File: src/rtl/regfile_pkg.sv
// Shared defaults and flattened-bus helpers for the register file with busy scoreboard.
package regfile_pkg;

    localparam int DEF_DATA_W = 8;
    localparam int DEF_ADDR_W = 3;
    localparam int DEF_N_READ = 2;

    // Lowest bit of lane idx inside a bus built from equal-width lanes.
    function automatic int slice_lo(input int idx, input int width);
        return idx * width;
    endfunction

endpackage

File: src/rtl/regfile_read_port.sv
// One registered read port: enable gating, write-first bypass and zero-register override.
module regfile_read_port
    import regfile_pkg::*;
#(
    parameter int DATA_W   = DEF_DATA_W,
    parameter int ADDR_W   = DEF_ADDR_W,
    parameter int ZERO_REG = 0,
    parameter int BYPASS   = 1
) (
    input  logic              clk,
    input  logic              rst_n,
    input  logic              clr,
    input  logic              wr_en,
    input  logic [ADDR_W-1:0] wr_addr,
    input  logic [DATA_W-1:0] wr_data,
    input  logic              rsv_en,
    input  logic [ADDR_W-1:0] rsv_addr,
    input  logic              rd_en,
    input  logic [ADDR_W-1:0] rd_addr,
    input  logic [DATA_W-1:0] reg_data,
    input  logic              reg_busy,
    output logic [DATA_W-1:0] rd_data,
    output logic              rd_busy
);

    logic [DATA_W-1:0] data_next;
    logic              busy_next;
    logic [DATA_W-1:0] data_reg;
    logic              busy_reg;

    // wr_en/rsv_en arrive already filtered for the zero register.
    always_comb begin
        data_next = reg_data;
        busy_next = reg_busy;
        if (BYPASS != 0) begin
            if (clr) begin
                data_next = '0;
                busy_next = 1'b0;
            end else begin
                if (wr_en && (wr_addr == rd_addr)) begin
                    data_next = wr_data;
                    busy_next = 1'b0;
                end
                if (rsv_en && (rsv_addr == rd_addr)) begin
                    busy_next = 1'b1;
                end
            end
        end
        if ((ZERO_REG != 0) && (rd_addr == '0)) begin
            data_next = '0;
            busy_next = 1'b0;
        end
    end

    always_ff @(posedge clk or negedge rst_n) begin
        if (!rst_n) begin
            data_reg <= '0;
            busy_reg <= 1'b0;
        end else if (rd_en) begin
            data_reg <= data_next;
            busy_reg <= busy_next;
        end
    end

    assign rd_data = data_reg;
    assign rd_busy = busy_reg;

endmodule

File: src/rtl/regfile_scoreboard.sv
// Parametrised register file with per-register busy scoreboard and N registered read ports.
module regfile_scoreboard
    import regfile_pkg::*;
#(
    parameter int DATA_W   = DEF_DATA_W,
    parameter int ADDR_W   = DEF_ADDR_W,
    parameter int N_READ   = DEF_N_READ,
    parameter int ZERO_REG = 0,
    parameter int BYPASS   = 1
) (
    input  logic                     clk,
    input  logic                     rst_n,
    input  logic                     clr,
    input  logic                     wr_en,
    input  logic [ADDR_W-1:0]        wr_addr,
    input  logic [DATA_W-1:0]        wr_data,
    input  logic                     rsv_en,
    input  logic [ADDR_W-1:0]        rsv_addr,
    input  logic [N_READ-1:0]        rd_en,
    input  logic [N_READ*ADDR_W-1:0] rd_addr,
    output logic [N_READ*DATA_W-1:0] rd_data,
    output logic [N_READ-1:0]        rd_busy
);

    localparam int DEPTH = 2 ** ADDR_W;

    logic [DATA_W-1:0] mem_reg [DEPTH];
    logic [DEPTH-1:0]  busy_reg;
    logic              wr_ok;
    logic              rsv_ok;

    assign wr_ok  = wr_en  && !((ZERO_REG != 0) && (wr_addr  == '0));
    assign rsv_ok = rsv_en && !((ZERO_REG != 0) && (rsv_addr == '0));

    // Reserve is applied after the write so a new producer keeps the register busy.
    always_ff @(posedge clk or negedge rst_n) begin
        if (!rst_n) begin
            for (int i = 0; i < DEPTH; i++) begin
                mem_reg[i] <= '0;
            end
            busy_reg <= '0;
        end else if (clr) begin
            for (int i = 0; i < DEPTH; i++) begin
                mem_reg[i] <= '0;
            end
            busy_reg <= '0;
        end else begin
            if (wr_ok) begin
                mem_reg[wr_addr]  <= wr_data;
                busy_reg[wr_addr] <= 1'b0;
            end
            if (rsv_ok) begin
                busy_reg[rsv_addr] <= 1'b1;
            end
        end
    end

    generate
        for (genvar gi = 0; gi < N_READ; gi++) begin : g_port
            logic [ADDR_W-1:0] addr;
            assign addr = rd_addr[slice_lo(gi, ADDR_W) +: ADDR_W];

            regfile_read_port #(
                .DATA_W  (DATA_W),
                .ADDR_W  (ADDR_W),
                .ZERO_REG(ZERO_REG),
                .BYPASS  (BYPASS)
            ) u_port (
                .clk     (clk),
                .rst_n   (rst_n),
                .clr     (clr),
                .wr_en   (wr_ok),
                .wr_addr (wr_addr),
                .wr_data (wr_data),
                .rsv_en  (rsv_ok),
                .rsv_addr(rsv_addr),
                .rd_en   (rd_en[gi]),
                .rd_addr (addr),
                .reg_data(mem_reg[addr]),
                .reg_busy(busy_reg[addr]),
                .rd_data (rd_data[slice_lo(gi, DATA_W) +: DATA_W]),
                .rd_busy (rd_busy[gi])
            );
        end
    endgenerate

endmodule

File: config.mk
export PLATFORM = sky130hd
export DESIGN_NAME = regfile_scoreboard
export DESIGN_NICKNAME = d
export VERILOG_FILES = /design/src/rtl/regfile_pkg.sv /design/src/rtl/regfile_read_port.sv /design/src/rtl/regfile_scoreboard.sv
export SDC_FILE = /design/constraint.sdc
export NUM_CORES = 1
export LEC_CHECK = 0
export CAP_MARGIN = 5
export CORE_MARGIN = 8
export CORE_UTILIZATION = 39
export DETAILED_ROUTE_END_ITERATION = 12
export PLACE_DENSITY = 0.66
export SYNTH_ARGS = -nofsm -noshare
export SYNTH_HDL_FRONTEND = slang
export SYNTH_SLANG_ARGS = --single-unit
File: constraint.sdc
create_clock -name clk -period 3.9 [get_ports clk]
set_clock_uncertainty 0.2 [all_clocks]
set_input_delay 0.975 -clock clk [delete_from_list [all_inputs] [get_ports clk]]
set_output_delay 0.975 -clock clk [all_outputs]
set_load 0.1 [all_outputs]
==> results of run 1 <==
==> report_power, final <==
part           leakage (nW)  switching (mW)  internal, mW  total, mW
registers              1.25          0.0189         0.956      0.975
logic                  1.05           0.190         0.104      0.294
clock network         0.158           0.349         0.574      0.923
total                  2.45           0.558          1.63       2.19
==> how the worst max path moves through the flow <==
| stage | endpoint | slack (ns) | cells after the start |
|---|---|---|---|
| 2_1_floorplan | g_port[0].u_port.rd_busy | 1.28 | 5 |
| 3_3_place_gp | g_port[0].u_port.rd_data[1] | 0.62 | 5 |
| 3_5_place_dp | g_port[0].u_port.rd_data[2] | 0.56 | 5 |
| 4_1_cts | rd_data[4] | 0.88 | 1 |
| 5_1_grt | g_port[0].u_port.rd_data[2] | 0.84 | 5 |
| 6_report | rd_data[4] | 0.89 | 1 |
==> logic make-up after synthesis <==
logic type      after synthesis  share of synthesized area, %
flops                        90                          43.9
mux                          54                          20.1
buf+inv                      41                          6.17
simple gates                195                          16.6
xor+xnor                     12                          2.05
compound gates               99                          11.1
==> per-stage QoR <==
step	setup slack (ns)	hold WS [ns]	cells	power, mW
after floorplan	1.28	0.286	491	1.20
after global placement	0.617	0.297	687	1.28
after detailed placement	0.564	0.291	687	1.29
after CTS	0.883	0.306	702	2.21
after global routing	0.839	0.319	702	2.27
final	0.892	0.303	702	2.19
==> area by class of cell <==
class | count | area share, %
Tap cell | 176 | 3.76
Timing Repair Buffer | 58 | 8.54
Sequential cell | 90 | 38.4
Clock inverter | 5 | 1.35
Multi-Input combinational cell | 360 | 43.6
Inverter | 3 | 0.192
Clock buffer | 10 | 4.08
==> worst min-delay path, stage by stage, from the launching register on <==
cell,delay [ns]
dfrtp_1,0.35
nand2_1,0.06
o31ai_1,0.06
==> Yosys cell counts <==
cell type,instances
a21oi_1,73
a221o_1,8
a22oi_1,3
a32oi_1,4
and2_1,1
and2b_2,8
buf_1,1
buf_12,2
buf_2,5
buf_4,3
buf_6,3
clkbuf_1,15
clkbuf_8,9
dfrtp_1,90
inv_1,3
mux2_2,8
mux2i_1,10
mux4_1,8
mux4_2,28
nand2_1,136
nand2b_1,3
nand3_1,4
nand3b_1,1
nand4_1,4
nor2_1,18
nor2b_1,15
nor3_1,2
nor4_1,1
nor4b_1,1
o21ai_0,8
o221ai_1,1
o31ai_1,1
o41ai_1,1
or2b_2,1
xnor2_1,6
xor2_1,6
==> layer usage <==
layer / vias up / track usage, % / wire length [microns] / share of wire [%]
li1: 1800 / - / - / -
met4: 0 / 4.39 / 151 / 1.2
met3: 9 / 2.80 / 1050 / 8.0
met1: 1975 / 22.4 / 5670 / 44
met5: - / 0 / 0 / 0
met2: 183 / 24.9 / 6150 / 47
==> qor.txt, run 1 <==
Synth Area per Inst - 10.4 sq um
# resized after CTS - 0
crit start category - flop
GRT Resource Usage Total - 16.0%
f_max - 0.332 GHz
area share of the largest cell type after synthesis - 43.9%
commonest non-fill, non-tap cell in the layout - nand2_1
number of placement rows - 42
DR iter-0 viols - 371
vias in the first global route - 3898
deepest level of the CTS H-tree - 3
RSZ-0062 raised after global routing - no
maxcap violations - 0
max FFs per register - 64
fin util - 45.0%
post-synthesis sequential area ratio - 43.9%
initial antenna violation count - 0
filler instances - 1228
slew at the pin closest to its max-slew limit - 0.975 ns
Total Die Area - 17100 sq um
CTS root buf - clkbuf_16
Tcrit/Tclk final - 77.1%
Core ar. - 13000 sq um
placed inst area - 5540 sq um
CP Max Fanout - 2
IO Pins - 45
CTS Sinks - 90
Synth area leader - dfrtp_1
GRT overflow - 0
Clock transition at path regs - 0.06 ns
Setup CP Type - flop to output port
Post-Synthesis Cells - 491
Num CTS Buffers - 9
Critical Path RT - 2.72 ns
Min Clock Period, post-route - 3.01 ns
first-pass detailed-route iteration total - 5
post-route setup TNS - 0 ns
wire per inst - 18.5 microns
Worst setup EP type - output port
Die Wd - 131 microns
worst min-delay path category - flop to flop
post-synthesis cell type count - 36
worst reg2reg path startpoint - mem_reg[26]
number of port buffers - 44
P_leak - 2.45 nW
Post CTS Setup Buffer Count - 0
Buf/Inv on CP - 1
routed via count - 3967
Slew headroom - 34.8%
Design Area, Final - 5860 sq um
maximum VDD drop - 0.225 mV
post-synthesis net count - 518
Largest stage delay, worst path - 1.14 ns
CP max stage cell - clkdlybuf4s50_1
CP top delay family - buffers and inverters
final hold vios - 0
R2R Path End - g_port[0].u_port.rd_data[2]
FF-to-FF path depth - 3
outcome - complete, no violations
Area Growth Syn to Fin - 14.3%
flops & latches, synth - 90
initial core utilization - 39.3%
critical path cell sequence - clkdlybuf4s50_1
Clock Latency Late Sink - 0.33 ns
critical path arrival - 1.83 ns
most frequent cells in the layout - nand2_1, dfrtp_1, a21oi_1
CTS tree - done
# DRC - 0
final HPWL from detailed placement - 9.80 mm
Cells on Worst Hold Path - 2
# setup viols final - 0
Clock Tree Buf Depth - 2
r2r setup slk - 2.05 ns
largest cells by area after synthesis - dfrtp_1, mux4_2, nand2_1
hold endpoint - g_port[0].u_port.rd_data[7]
fraction of layout cells with a size suffix above 1 - 17.3%
critical path launch point - g_port[0].u_port.rd_data[4]
Sequential cell area - 2250 sq um
Worst Hold Launch - g_port[0].u_port.rd_data[7]
largest net degree at the start of global routing - 65
Mapped Area - 5130 sq um
vias per cell - 5.65
Final Max Tran Viols - 0
Multi-input gate area - 2560 sq um
drt total wl - 13.0 mm
Final ANT Viol Nets - 0
die height - 131 microns
Power per Cell Area - 374 nW/um^2
global-route wire length before repair - 21.3 mm
yosys warns - 0
cts hold-fix bufs - 0
Nets - 549
placer congestion estimate - 0.856
Ant. Diodes - 0
(Power assumes the default switching activity.)
==> inputs of run 2 (changes only) <==
==> constraint.sdc (replaced) <==
create_clock -name clk -period 2.8 [get_ports clk]
set_clock_uncertainty 0.2 [all_clocks]
set_input_delay 0.7 -clock clk [delete_from_list [all_inputs] [get_ports clk]]
set_output_delay 0.7 -clock clk [all_outputs]
set_load 0.1 [all_outputs]
==> run 2 against run 1 <==
Critical path type is now primary input to flop. Flip-flop and latch count did not move. Combinational power is 48% higher. Clock-buffer cell count decreased by 1. Clock power increased by 39%. Critical endpoint is now g_port[0].u_port.rd_data[1]. Highest routed layer unchanged. Via count increased by 1.5%. Largest power group unchanged. Sequential share of layout area decreased by 1.2 points. Die area unchanged. Worst setup slack lost 0.66 ns. Cell area up 3.2%. Total power up 40%.
==> qor.txt, run 2 (synthesized netlist as in run 1, its figures left out) <==
outcome - complete, no violations
# setup viols final - 0
R2R Path End - g_port[0].u_port.rd_data[1]
# DRC - 0
Core ar. - 13000 sq um
GRT Resource Usage Total - 16.9%
max FFs per register - 64
routed via count - 4025
first-pass detailed-route iteration total - 6
Die Wd - 131 microns
f_max - 0.389 GHz
initial core utilization - 39.3%
die height - 131 microns
CTS tree - done
Critical Path RT - 2.83 ns
initial antenna violation count - 0
fraction of layout cells with a size suffix above 1 - 20.9%
FF-to-FF path depth - 3
placed cells - 706
critical path arrival - 2.60 ns
filler instances - 1234
slew at the pin closest to its max-slew limit - 0.676 ns
number of port buffers - 44
worst reg2reg path startpoint - mem_reg[41]
CTS root buf - clkbuf_16
placer congestion estimate - 0.902
vias per cell - 5.57
largest net degree at the start of global routing - 65
critical path launch point - rd_addr[1]
Flop pwr share - 44.1%
crit start category - primary input
Nets - 568
Power per Cell Area - 509 nW/um^2
Clock Latency Late Sink - 0.35 ns
CP Max Fanout - 17
Clock transition at path regs - 0.07 ns
P_int - 2.21 mW
Area Growth Syn to Fin - 17.9%
worst min-delay path category - primary input to asynchronous set/reset pin
final HPWL from detailed placement - 10.2 mm
Tcrit/Tclk final - 91.7%
DR iter-0 viols - 373
maximum VDD drop - 0.304 mV
drt total wl - 13.6 mm
Worst setup EP type - flop
IO Pins - 45
Setup CP Type - primary input to flop
CP endpoint - g_port[0].u_port.rd_data[1]
GRT overflow - 0
Clk pwr share - 41.7%
most frequent cells in the layout - nand2_1, dfrtp_1, a21oi_1
r2r setup slk - 0.93 ns
RSZ-0062 raised after global routing - no
Comb pwr share - 14.1%
Min Clock Period, post-route - 2.57 ns
# resized after CTS - 0
Clock Tree Buf Depth - 2
Final Max Tran Viols - 0
Psw - 0.863 mW
number of placement rows - 42
vias in the first global route - 4137
Final ANT Viol Nets - 0
deepest level of the CTS H-tree - 3
Post CTS Setup Buffer Count - 0
Slew headroom - 54.9%
Sw Ratio - 28.1%
final hold vios - 0
Num CTS Buffers - 9
commonest non-fill, non-tap cell in the layout - nand2_1
Total Die Area - 17100 sq um
maxcap violations - 0
Ant. Diodes - 0
pre-CTS setup slack - -0.130 ns
setup ws final - 0.232 ns
Final Instance Count excl. Fillers - 722
cts hold-fix bufs - 0
P_leak - 2.57 nW
wire per inst - 18.9 microns
CTS Sinks - 90
global-route wire length before repair - 22.1 mm
==> run 2: changes by cell type in the layout (fill, tap and decap cells not counted) <==
cell	change
buf_4	+18
buf_12	+4
clkdlybuf4s50_1	-3
inv_6	+3
clkinv_2	-2
bufinv_16	-1
clkbuf_8	-1
clkinv_8	+1
inv_8	+1
==> run 2: final cells by class <==
cell class                      count  area [sq um]  area share [%]
Multi-Input combinational cell    360          2560            42.3
Tap cell                          176           220            3.64
Clock buffer                        9           225            3.73
Clock inverter                      7          92.6            1.53
Sequential cell                    90          2250            37.3
Inverter                            3          11.3           0.186
Timing Repair Buffer               77           686            11.3
==> run 2: how the worst min path moves through the flow <==
stage / endpoint / start / cells after the start / slack [ns]
final: mem_reg[55] / rst_n / 1 / 0.09
after global routing: g_port[1].u_port.rd_busy / rst_n / 1 / 0.12
after CTS: mem_reg[55] / rst_n / 1 / 0.11
after detailed placement: g_port[0].u_port.rd_data[7] / g_port[0].u_port.rd_data[7] / 2 / 0.29
after global placement: g_port[0].u_port.rd_data[7] / g_port[0].u_port.rd_data[7] / 2 / 0.29
after floorplan: busy_reg[0] / rst_n / 0 / 0.20
==> run 2: routing by layer <==
metal / vias to the layer above / global-route usage, % / wire length [microns] / part of all wire (%)
met2: 168 / 27.7 / 6640 / 49
met4: 0 / 7.09 / 235 / 1.7
met5: - / 0 / 0 / 0
met3: 16 / 3.17 / 1060 / 7.8
met1: 2002 / 21.5 / 5710 / 42
li1: 1839 / - / - / -
==> run 2: power by group through the flow <==
stage,Clock (mW),Combinational [mW],Sequential [mW]
2_1_floorplan,0,0.239,1.43
3_3_place_gp,0,0.426,1.38
3_5_place_dp,0,0.435,1.38
4_1_cts,1.30,0.436,1.36
5_1_grt,1.35,0.467,1.36
6_report,1.28,0.434,1.36
==> run 2: worst max-delay path: stages <==
cell             delay (ns)
clkdlybuf4s50_1        0.53
buf_12                 0.19
mux4_1                 0.57
mux2_2                 0.28
a221o_1                0.32
==> run 2: stage by stage <==
stage	hold slack (ns)	TNS [ns]	utilization (%)	total power [mW]	area, sq um
floorplan	0.204	0	-	1.67	5130
global placement	0.286	-0.619	43.9	1.81	5730
detailed placement	0.291	-0.841	43.9	1.82	5730
CTS	0.106	0	46.4	3.09	6040
global route	0.124	0	46.4	3.17	6040
finish	0.0901	0	46.4	3.08	6040
